[src/rtl/otbn_pq_pkg.sv]
// Shared definitions for the PQ NTT/INTT helper blocks.
//   BitrevMinLogN / BitrevMaxLogN : accepted range of the transform size exponent
//   BitrevAddrW                   : width of the latched base address
//   bitrev_seq_cfg_t              : run configuration latched at start
//   bitrev_seq_state_e            : sequencer states
package otbn_pq_pkg;

  localparam int unsigned BitrevMinLogN = 6;
  localparam int unsigned BitrevMaxLogN = 12;
  localparam int unsigned BitrevAddrW   = 32;

  typedef struct packed {
    logic [3:0]             log_n;
    logic                   swap_only;
    logic [1:0]             shift;
    logic [BitrevAddrW-1:0] base;
  } bitrev_seq_cfg_t;

  typedef enum logic {
    BitrevSeqIdle = 1'b0,
    BitrevSeqRun  = 1'b1
  } bitrev_seq_state_e;

endpackage

[src/rtl/otbn_bitrev_core.sv]
// Combinational bit reversal of the low log_n bits of a value.
// Ports:
//   value    : input value; bits at and above log_n are expected to be 0
//   log_n    : number of low bits to reverse (MinLogN..MaxLogN)
//   reversed : value with its low log_n bits reversed; 0 for out-of-range log_n
// Shared between the bit-reversed index sequencer and the ALU bit-reverse path.
module otbn_bitrev_core #(
  parameter int unsigned MinLogN = 6,
  parameter int unsigned MaxLogN = 12
) (
  input  logic [MaxLogN-1:0] value,
  input  logic [3:0]         log_n,
  output logic [MaxLogN-1:0] reversed
);

  // One fixed-width reversal per supported size, selected by log_n.
  always_comb begin
    reversed = '0;
    for (int w = MinLogN; w <= MaxLogN; w++) begin
      if (log_n == 4'(w)) begin
        for (int b = 0; b < w; b++) begin
          reversed[b] = value[w-1-b];
        end
      end
    end
  end

endmodule

[src/rtl/otbn_bitrev_swap_seq.sv]
// Sequential bit-reversed index pair generator for the NTT/INTT reorder pass.
// Ports:
//   clk_i, rst_i            : clock, synchronous active-high reset
//   start_i, abort_i        : start a run (Idle only) / cancel a run (Run only)
//   log_n_i, swap_only_i,
//   shift_i, base_i         : run configuration, latched at an accepted start
//   busy_o                  : high while in Run
//   idx_valid_o/idx_ready_i : handshake for the pair on idx_a_o / idx_b_o
//   idx_a_o, idx_b_o        : base + (i << shift), base + (rev(i) << shift)
//   done_o                  : pulse in the cycle the final pair/skip retires
//   err_o                   : pulse the cycle after a rejected start
module otbn_bitrev_swap_seq
  import otbn_pq_pkg::*;
#(
  parameter int unsigned MinLogN  = BitrevMinLogN,
  parameter int unsigned MaxLogN  = BitrevMaxLogN,
  parameter int unsigned AddrW    = BitrevAddrW,
  parameter int unsigned MaxShift = 3
) (
  input  logic             clk_i,
  input  logic             rst_i,
  input  logic             start_i,
  input  logic             abort_i,
  input  logic [3:0]       log_n_i,
  input  logic             swap_only_i,
  input  logic [1:0]       shift_i,
  input  logic [AddrW-1:0] base_i,
  output logic             busy_o,
  output logic             idx_valid_o,
  input  logic             idx_ready_i,
  output logic [AddrW-1:0] idx_a_o,
  output logic [AddrW-1:0] idx_b_o,
  output logic             done_o,
  output logic             err_o
);

  bitrev_seq_state_e    state_q, state_d;
  logic [MaxLogN-1:0]   cnt_q, cnt_d;
  bitrev_seq_cfg_t      cfg_q, cfg_d;
  logic                 err_q, err_d;
  logic                 done;

  logic [MaxLogN-1:0]   cnt_rev;
  logic [MaxLogN-1:0]   last_idx;
  logic                 running;
  logic                 skip;
  logic                 advance;
  logic                 cfg_ok;

  otbn_bitrev_core #(
    .MinLogN (MinLogN),
    .MaxLogN (MaxLogN)
  ) u_bitrev_core (
    .value    (cnt_q),
    .log_n    (cfg_q.log_n),
    .reversed (cnt_rev)
  );

  assign cfg_ok = (32'(log_n_i) >= 32'(MinLogN)) &&
                  (32'(log_n_i) <= 32'(MaxLogN)) &&
                  (32'(shift_i) <= 32'(MaxShift));

  // N-1 as a mask of the low log_n bits.
  assign last_idx = ~({MaxLogN{1'b1}} << cfg_q.log_n);

  assign running = (state_q == BitrevSeqRun);
  // Fixed points and the second half of each swap pair are skipped in swap-only mode.
  assign skip    = cfg_q.swap_only & (cnt_q >= cnt_rev);
  assign advance = running & (skip | idx_ready_i);

  always_comb begin
    state_d = state_q;
    cnt_d   = cnt_q;
    cfg_d   = cfg_q;
    err_d   = 1'b0;
    done    = 1'b0;
    case (state_q)
      BitrevSeqIdle: begin
        if (start_i) begin
          if (cfg_ok) begin
            cfg_d.log_n     = log_n_i;
            cfg_d.swap_only = swap_only_i;
            cfg_d.shift     = shift_i;
            cfg_d.base      = BitrevAddrW'(base_i);
            cnt_d           = '0;
            state_d         = BitrevSeqRun;
          end else begin
            err_d = 1'b1;
          end
        end
      end
      BitrevSeqRun: begin
        // Abort wins over a same-cycle handshake; that pair counts as consumed.
        if (abort_i) begin
          state_d = BitrevSeqIdle;
          cnt_d   = '0;
        end else if (advance) begin
          if (cnt_q == last_idx) begin
            state_d = BitrevSeqIdle;
            cnt_d   = '0;
            done    = 1'b1;
          end else begin
            cnt_d = cnt_q + 1'b1;
          end
        end
      end
      default: state_d = BitrevSeqIdle;
    endcase
  end

  always_ff @(posedge clk_i) begin
    if (rst_i) begin
      state_q <= BitrevSeqIdle;
      cnt_q   <= '0;
      cfg_q   <= '0;
      err_q   <= 1'b0;
    end else begin
      state_q <= state_d;
      cnt_q   <= cnt_d;
      cfg_q   <= cfg_d;
      err_q   <= err_d;
    end
  end

  // Indices come only from registered state, so they hold under backpressure.
  assign idx_a_o = AddrW'(cfg_q.base) + (AddrW'(cnt_q)   << cfg_q.shift);
  assign idx_b_o = AddrW'(cfg_q.base) + (AddrW'(cnt_rev) << cfg_q.shift);

  assign busy_o      = running;
  assign idx_valid_o = running & ~skip;
  // A reset arriving in the final cycle must not leak a completion pulse.
  assign done_o      = done & ~rst_i;
  assign err_o       = err_q;

endmodule

[config.mk]
export PLATFORM = sky130hd
export DESIGN_NAME = otbn_bitrev_swap_seq
export DESIGN_NICKNAME = d
export VERILOG_FILES = /design/src/rtl/otbn_pq_pkg.sv /design/src/rtl/otbn_bitrev_core.sv /design/src/rtl/otbn_bitrev_swap_seq.sv
export SDC_FILE = /design/constraint.sdc
export NUM_CORES = 1
export LEC_CHECK = 0
export BUFFER_PORTS_ARGS = -buffer_cell sky130_fd_sc_hd__buf_2
export CAP_MARGIN = 20
export CORE_ASPECT_RATIO = 0.6
export CORE_MARGIN = 3
export CORE_UTILIZATION = 63
export CTS_BUF_LIST = sky130_fd_sc_hd__clkbuf_4
export DETAILED_ROUTE_END_ITERATION = 12
export HOLD_SLACK_MARGIN = 0.05
export PLACE_DENSITY = 0.89
export SLEW_MARGIN = 20
export SYNTH_ARGS = -nofsm -noshare
export SYNTH_HDL_FRONTEND = slang
export SYNTH_SLANG_ARGS = --single-unit
[constraint.sdc]
create_clock -name clk_i -period 13 [get_ports clk_i]
set_clock_uncertainty 0.1 [all_clocks]
set_input_delay 3.25 -clock clk_i [delete_from_list [all_inputs] [get_ports clk_i]]
set_output_delay 3.25 -clock clk_i [all_outputs]
set_load 0.05 [all_outputs]
==> flow_summary.yaml, run 1 <==
clock_network:
  post_cts_setup_inserts: 0
  cts_inserted_buffers: 5
  cts_resized: 0
  max_clock_buf_depth: 2
  clock_sink_count: 53
  cts.clk_slew.worst_paths_ns: 0.16
  clock_tree.htree_level_count: 2
  worst_skew_pair.late_latency_ns: 0.39
  holdBufCountCts: 0
  tritoncts: "done"
  clock_tree.root_cell: "sky130_fd_sc_hd__clkbuf_4"
floorplan:
  core.rowCount: 27
  floorplan.die_area_um2: 10900
  floorplan.io_pins: 112
  die-height_um: 81.9
  initial_core_utilization_pct: 65.4
  core_um2: 9260
  die_width_um: 133
grt:
  global_route_wire_length_before_repair_mm: 28.2
  first_global_vias: 5453
  grt_antenna_before_repair: 0
  grt_overflow: 0
  pin_count_of_the_biggest_net_entering_global_routing: 47
  grt_util_all_layers_pct: 31.8
setup_path:
  critPathLaunchType: "flop"
  cp_cell_sequence: "buf_4, nor2b_1, nand2_1, nor2_1, nand2b_1, a31o_2, a211oi_1, a21oi_1, ha_1, o21a_1, o21ai_0, nor2_1, a221o_1, o31ai_4, nor2_1, xor2_1, buf_2"
  crit_path_end_kind: "primary output"
  worstPathRequired_ns: 9.65
  path_max_fanout: 30
  slowest_stage: "sky130_fd_sc_hd__o31ai_4"
  cell_depth_of_the_worst_flop_to_flop_path: 15
  cp_common_cell: "sky130_fd_sc_hd__nor2_1"
  critical_path_arrival_ns: 5.10
  worstSetupPathType: "reg -> out"
  cp_slowest_stage_delay_ns: 0.52
synth:
  distinct_cell_type_count_of_the_synthesized_netlist: 75
  synth.cell_area_um2: 6050
  synth-warning-count: 0
  ys_seq_elements: 53
  post_synth.cell_area_avg_um2: 7.31
  synth-edff-count: 0
  syn_inst_count: 828
  synthesis.nets: 917
  ys_dominant_reg_cell: "sky130_fd_sc_hd__dfxtp_1"
  asyncSetResetFlopFracSynth_pct: 0
  synth-seq-area-share_pct: 17.5
timing:
  relSlewSlack_pct: 41.6
  setup_viol: 0
  slew_violations: 0
  clock_period_minus_final_worst_setup_slack_ns: 8.45
  final.period_utilization_pct: 65.0
  grt_setup_unrepaired: "false"
  tightestPinTransition_ns: 0.874
  setup_total_negative_slack_ns: 0
  number_of_hold_violations_in_the_final_report: 0
  fmax_ghz: 0.118
layout:
  insertedDiodeCount: 0
  synthToLayoutAreaGrowth_pct: 8.89
  stdcell_count: 1020
  n_fill_cell: 784
  layout_cells_sized_above_1_pct: 18.4
  design.final.nets: 979
detailed_routing:
  number_of_drc_markers_after_the_initial_detailed_route_iteration: 838
  routed-via-count: 6463
  detail_route.first_pass.iterations: 5
  met2_wirelength_mm: 6.83
  routedLengthMet1_mm: 8.41
  detail_route.wl_per_cell_um: 17.5
  antenna_violating_nets_post_route: 0
  top_signal_layer_used: "met4"
  met3_length_mm: 2.47
  routed_wl_mm: 17.9
  drt-vias-per-instance: 6.34
  drc: 0
placement:
  last_weighted_congestion_value_of_the_routability_driven_placer: 0.943
  port_buffers: 111
  dp.cells: 1013
  dp.final_hpwl_mm: 13.7
power:
  power_density_nw_per_um2: 60.7
  post-layout-total-power_uw: 400
  worst_ir_drop_vdd_mv: 0.0518
  leakagePower_uw: 0.00287
run:
  cap_violations: 0
run_status:
  outcome: "complete, no violations"
worst_hold_path:
  hold_crit_path_type: "reg -> reg"
  worstHoldPathCells: 2
-- worst paths after layout --
kind                           from                     end  slack, ns
max          cfg_q[37]$_SDFFE_PP0P_             idx_b_o[17]       4.55
min          cfg_q[33]$_SDFFE_PP0P_  cfg_q[33]$_SDFFE_PP0P_       0.37
max reg2reg  cfg_q[36]$_SDFFE_PP0P_   cnt_q[4]$_SDFFE_PP0P_       8.07
min reg2reg  cfg_q[33]$_SDFFE_PP0P_  cfg_q[33]$_SDFFE_PP0P_       0.37
-- state kept, by name, summed over array words and instances, names as in the netlist --
| register | flops |
|---|---|
| busy_o | 1 |
| cfg_q | 39 |
| cnt_q | 12 |
| err_o | 1 |
-- power breakdown --
| group | switching [uW] | total [uW] | internal (uW) |
|---|---|---|---|
| Clock | 53.7 | 74.3 | 20.6 |
| Sequential | 9.66 | 178 | 169 |
| Combinational | 104 | 147 | 43.1 |
-- cells by family (layout without fill, tap and decap cells) --
kind of cell	Yosys count	after routing	synth area share [%]
flops	53	53	17.5
fa+ha+maj	45	45	9.56
xor+xnor	60	60	8.69
simple gates	305	305	24.3
mux	28	28	6.00
compound gates	248	248	27.3
buf+inv	89	151	6.62
-- per-stage QoR --
stage	util (%)	setup slack, ns	hold WS (ns)	cell area (um2)
6_report	71.2	4.55	0.367	6590
5_1_grt	71.2	4.20	0.410	6590
4_1_cts	71.0	4.64	0.369	6580
3_5_place_dp	70.5	4.92	0.349	6530
3_3_place_gp	70.5	4.96	0.343	6530
2_1_floorplan	-	4.99	0.358	6050
-- final cells by class --
cell class	instances	area, um2	share of cell area, %
clock inverters	2	13.8	0.209
inverters	24	90.1	1.37
repair buffers	120	623	9.46
clock buffers	5	37.5	0.570
well taps	130	163	2.47
multi-input cells	686	4600	69.8
flip-flops and latches	53	1060	16.1
-- critical path: cells and delay by family (launching register included) --
kind | cells | cell delay, ns
AO/OA/AOI/OAI | 7 | 1.87
XOR/XNOR | 1 | 0.22
adder cells (fa/ha/maj) | 1 | 0.38
buffers and inverters | 2 | 0.60
flip-flops | 1 | 0.36
AND/OR/NAND/NOR | 6 | 1.23
-- layout by cell type (no fill, tap or decap), types with 5 or more instances in the layout --
master / instances
sky130_fd_sc_hd__nand4_1: 7
sky130_fd_sc_hd__and2_1: 7
sky130_fd_sc_hd__xnor2_1: 42
sky130_fd_sc_hd__a31oi_1: 8
sky130_fd_sc_hd__buf_2: 111
sky130_fd_sc_hd__o21ai_0: 32
sky130_fd_sc_hd__and3_1: 20
sky130_fd_sc_hd__a21boi_0: 6
sky130_fd_sc_hd__nand2b_1: 17
sky130_fd_sc_hd__o211ai_1: 11
sky130_fd_sc_hd__a22oi_1: 6
sky130_fd_sc_hd__nor2_1: 44
sky130_fd_sc_hd__mux4_2: 6
sky130_fd_sc_hd__dfxtp_1: 53
sky130_fd_sc_hd__ha_1: 43
sky130_fd_sc_hd__mux2i_1: 16
sky130_fd_sc_hd__nor2b_1: 16
sky130_fd_sc_hd__mux2_2: 6
sky130_fd_sc_hd__o21ai_1: 8
sky130_fd_sc_hd__a211oi_1: 10
sky130_fd_sc_hd__inv_1: 23
sky130_fd_sc_hd__o21a_1: 7
sky130_fd_sc_hd__xor2_1: 18
sky130_fd_sc_hd__o31ai_2: 9
sky130_fd_sc_hd__clkbuf_4: 5
sky130_fd_sc_hd__nand3_1: 30
sky130_fd_sc_hd__nor3_1: 9
sky130_fd_sc_hd__nand2_1: 131
sky130_fd_sc_hd__a21o_1: 10
sky130_fd_sc_hd__buf_4: 9
sky130_fd_sc_hd__a32oi_1: 9
sky130_fd_sc_hd__a21oi_1: 91
-- synth_stat cells, types with 7 or more instances --
cell type | number | area share [%]
sky130_fd_sc_hd__nand4_1 | 7 | 0.72
sky130_fd_sc_hd__a31oi_1 | 8 | 0.83
sky130_fd_sc_hd__mux2i_1 | 16 | 2.6
sky130_fd_sc_hd__nor3_1 | 9 | 0.74
sky130_fd_sc_hd__o21a_1 | 7 | 0.87
sky130_fd_sc_hd__and2_1 | 7 | 0.72
sky130_fd_sc_hd__buf_2 | 14 | 1.2
sky130_fd_sc_hd__ha_1 | 43 | 8.9
sky130_fd_sc_hd__o21ai_0 | 32 | 2.6
sky130_fd_sc_hd__inv_1 | 23 | 1.4
sky130_fd_sc_hd__o21ai_1 | 8 | 0.66
sky130_fd_sc_hd__nand3_1 | 30 | 2.5
sky130_fd_sc_hd__xor2_1 | 18 | 2.6
sky130_fd_sc_hd__clkbuf_1 | 38 | 2.4
sky130_fd_sc_hd__a21oi_1 | 91 | 7.5
sky130_fd_sc_hd__dfxtp_1 | 53 | 18
sky130_fd_sc_hd__nor2_1 | 44 | 2.7
sky130_fd_sc_hd__nand2b_1 | 17 | 1.8
sky130_fd_sc_hd__nand2_1 | 131 | 8.1
sky130_fd_sc_hd__o31ai_2 | 9 | 1.9
sky130_fd_sc_hd__nor2b_1 | 16 | 1.7
sky130_fd_sc_hd__a211oi_1 | 10 | 1.2
sky130_fd_sc_hd__xnor2_1 | 42 | 6.1
sky130_fd_sc_hd__a21o_1 | 10 | 1.2
sky130_fd_sc_hd__and3_1 | 20 | 2.1
sky130_fd_sc_hd__a32oi_1 | 9 | 1.3
sky130_fd_sc_hd__o211ai_1 | 11 | 1.4
-- per-layer routing --
layer	vias to the layer above	track usage (%)
met3	14	6.61
met5	-	0
met1	2964	51.1
li1	3085	-
met2	400	42.3
met4	0	5.81
Note: power is estimated with default switching activity, not from simulation.
==> run 2: changes to the inputs <==
ABC_AREA = 1   (was default)
CORE_UTILIZATION = 53   (was 63)
PLACE_DENSITY = 0.79   (was 0.89)
clock period = 7.7 ns   (was 13 ns; I/O delays follow)
==> flow_summary.yaml, run 2 <==
synth:
  post_synth.cell_area_avg_um2: 5.96
  synth_top_area_share_pct: 17.2
  ys_dominant_reg_cell: "sky130_fd_sc_hd__dfxtp_1"
  synth_top_family_by_area: "simple AND/OR/NAND/NOR gates"
  synth-compound-area-share_pct: 19.6
  synth.top_cells.by_count: "274 x sky130_fd_sc_hd__nand2_1, 99 x sky130_fd_sc_hd__inv_1, 84 x sky130_fd_sc_hd__nor2_1"
  asyncSetResetFlopFracSynth_pct: 0
  synth.cell_area_um2: 6180
  synth-warning-count: 0
  distinct_cell_type_count_of_the_synthesized_netlist: 50
  ys_seq_elements: 53
  muxShareOfSynthArea_pct: 1.29
  synth-edff-count: 0
  synthDominantAreaCellType: "sky130_fd_sc_hd__dfxtp_1"
  synth_xor_area_share_pct: 8.36
  synthesis.nets: 1126
  synth.most_common_cell: "sky130_fd_sc_hd__nand2_1"
  syn_inst_count: 1037
  synth-seq-area-share_pct: 17.2
  synth.area.top_cells: "sky130_fd_sc_hd__dfxtp_1 17%, sky130_fd_sc_hd__nand2_1 17%, sky130_fd_sc_hd__ha_1 8.7%"
  synthesized_area_fraction_occupied_by_adder_cells_pct: 9.35
  yosys.area_share.simple_pct: 34.3
setup_path:
  critical_path_arrival_ns: 4.54
  slowest_stage: "sky130_fd_sc_hd__dfxtp_1"
  worstPathRequired_ns: 5.68
  cp.buffers_inverters: 4
  path_max_fanout: 11
  cpLargestDelayFamily: "simple AND/OR/NAND/NOR gates"
  cp_cell_sequence: "nand2_2, nor2_4, inv_2, o21ai_1, inv_1, o2111ai_1, nand2_1, nor3_1, ha_1, inv_1, fa_1, nand3b_1, nand2_1, nand4_1, nand2_1, nand2_1, nand2_1, nand2_1, nor2_1, nand2_1, xor2_1, buf_2"
  critPathLaunchType: "flop"
  worstSetupPathType: "reg -> out"
  cp_common_cell: "sky130_fd_sc_hd__nand2_1"
  crit_path_end_kind: "primary output"
  cp_slowest_stage_delay_ns: 0.65
power:
  post-layout-total-power_uw: 1060
  power_density_nw_per_um2: 154
  leakagePower_uw: 0.00341
  worst_ir_drop_vdd_mv: 0.0952
timing:
  setup_viol: 0
  fmax_ghz: 0.152
  number_of_hold_violations_in_the_final_report: 0
  relSlewSlack_pct: 35.0
  hold_slack_ns: 0.405
  tightestPinTransition_ns: 0.974
  final.period_utilization_pct: 85.3
  clock_period_minus_final_worst_setup_slack_ns: 6.57
  slew_violations: 0
  fin_ws_ns: 1.13
  grt_setup_unrepaired: "false"
  setup_total_negative_slack_ns: 0
layout:
  postLayoutCoreUtil_pct: 62.8
  synthToLayoutAreaGrowth_pct: 11.3
  max_flop_register: "cfg_q"
  seqCellArea_um2: 1060
  reg.largest.list: "cfg_q (39), cnt_q (12)"
  largest_register_ff_count: 39
  design.final.nets: 1212
  commonest_cells_after_routing_fill_and_taps_aside: "273 x sky130_fd_sc_hd__nand2_1, 111 x sky130_fd_sc_hd__buf_2, 99 x sky130_fd_sc_hd__inv_1, 84 x sky130_fd_sc_hd__nor2_1, 83 x sky130_fd_sc_hd__a21oi_1"
  final_common_cell: "sky130_fd_sc_hd__nand2_1"
  n_fill_cell: 1081
  insertedDiodeCount: 0
  layout_cells_sized_above_1_pct: 14.9
  multiInputGateArea_um2: 4510
clock_network:
  max_clock_buf_depth: 2
  tritoncts: "done"
  clock_tree.htree_level_count: 2
  cts_resized: 0
  cts_inserted_buffers: 5
  worst_skew_pair.late_latency_ns: 0.40
  clock_sink_count: 53
  holdBufCountCts: 0
  cts.clk_slew.worst_paths_ns: 0.18
  clock_tree.root_cell: "sky130_fd_sc_hd__clkbuf_4"
  post_cts_setup_inserts: 0
grt:
  global_route_wire_length_before_repair_mm: 33.5
  grt_util_all_layers_pct: 32.2
  grt_antenna_before_repair: 0
  pin_count_of_the_biggest_net_entering_global_routing: 44
  grt_overflow: 0
  first_global_vias: 6235
floorplan:
  core.rowCount: 29
  initial_core_utilization_pct: 56.4
  core_um2: 11000
  die_width_um: 145
  floorplan.die_area_um2: 13000
  floorplan.io_pins: 112
  die-height_um: 89.7
detailed_routing:
  drc: 0
  detail_route.wl_per_cell_um: 16.7
  routed-via-count: 7246
  drt-vias-per-instance: 5.67
  number_of_drc_markers_after_the_initial_detailed_route_iteration: 888
  routed_wl_mm: 21.3
  detail_route.first_pass.iterations: 6
  antenna_violating_nets_post_route: 0
run_status:
  outcome: "complete, no violations"
placement:
  dp.final_hpwl_mm: 17.4
  detailedPlace.worstSlack_ns: 1.64
  port_buffers: 111
  last_weighted_congestion_value_of_the_routability_driven_placer: 0.985
worst_hold_path:
  hold_crit_path_type: "reg -> reg"
run:
  cap_violations: 0
==> run 2: per-layer routing <==
metal	GRT usage, %	part of all wire (%)
met1	52.7	52
met3	11.5	14
met5	0	0
met4	3.01	0.29
met2	39.1	34
==> run 2: report_power, final <==
group	internal (uW)	leakage, uW	total (uW)	switching, uW
logic	142	0.00293	534	393
clock network	69.8	0.0000448	176	106
registers	296	0.000435	349	52.8
total	507	0.00341	1060	551
==> run 2: area by class of cell <==
cell class / count / share of cell area [%]
Clock buffer: 5 / 0.545
Clock inverter: 3 / 0.654
Inverter: 122 / 6.65
Multi-Input combinational cell: 827 / 65.5
Sequential cell: 53 / 15.4
Tap cell: 155 / 2.82
Timing Repair Buffer: 114 / 8.40
==> run 2: kinds of logic (layout without fill, tap and decap cells) <==
family / Yosys count / after routing
and+or+nand+nor: 492 / 492
xor gates and xnor gates: 59 / 59
DFF: 53 / 53
AOI/OAI and AO/OA: 223 / 223
muxes: 8 / 8
adders and majority gates: 45 / 45
buffers and inverters: 157 / 244
==> run 2: through the flow <==
step | cell area, um2 | std cells
after floorplan | 6180 | 1037
after global placement | 6800 | 1271
after detailed placement | 6800 | 1271
after CTS | 6880 | 1279
after global routing | 6880 | 1279
final | 6880 | 1279
==> run 2: final timing paths <==
path | startpoint | end | depth (start not counted) | slack (ns)
setup / recovery | cfg_q[38]$_SDFFE_PP0P_ | idx_b_o[26] | 22 | 1.13
hold / removal | cfg_q[34]$_SDFFE_PP0P_ | cfg_q[34]$_SDFFE_PP0P_ | 2 | 0.40
setup reg to reg | cfg_q[38]$_SDFFE_PP0P_ | cnt_q[10]$_SDFFE_PP0P_ | 21 | 3.65
hold reg to reg | cfg_q[34]$_SDFFE_PP0P_ | cfg_q[34]$_SDFFE_PP0P_ | 2 | 0.40
==> run 2: worst register-to-register path: stages (launching register included) <==
cell and delay (ns):
sky130_fd_sc_hd__dfxtp_1 0.65, sky130_fd_sc_hd__clkinv_1 0.39, sky130_fd_sc_hd__nand2_1 0.18, sky130_fd_sc_hd__nor2_1 0.09
sky130_fd_sc_hd__nand2_1 0.07, sky130_fd_sc_hd__nand3_1 0.13, sky130_fd_sc_hd__a21oi_1 0.16, sky130_fd_sc_hd__nand4_1 0.15
sky130_fd_sc_hd__nand2_1 0.10, sky130_fd_sc_hd__ha_1 0.24, sky130_fd_sc_hd__nand2_1 0.10, sky130_fd_sc_hd__inv_1 0.05
sky130_fd_sc_hd__nand2_1 0.06, sky130_fd_sc_hd__nand2_1 0.05, sky130_fd_sc_hd__nand2_1 0.06, sky130_fd_sc_hd__nand4_1 0.32
sky130_fd_sc_hd__nand2_1 0.15, sky130_fd_sc_hd__nand2_1 0.08, sky130_fd_sc_hd__nand2_1 0.06, sky130_fd_sc_hd__nand2_1 0.38
sky130_fd_sc_hd__o21ai_0 0.32, sky130_fd_sc_hd__nor2_1 0.06
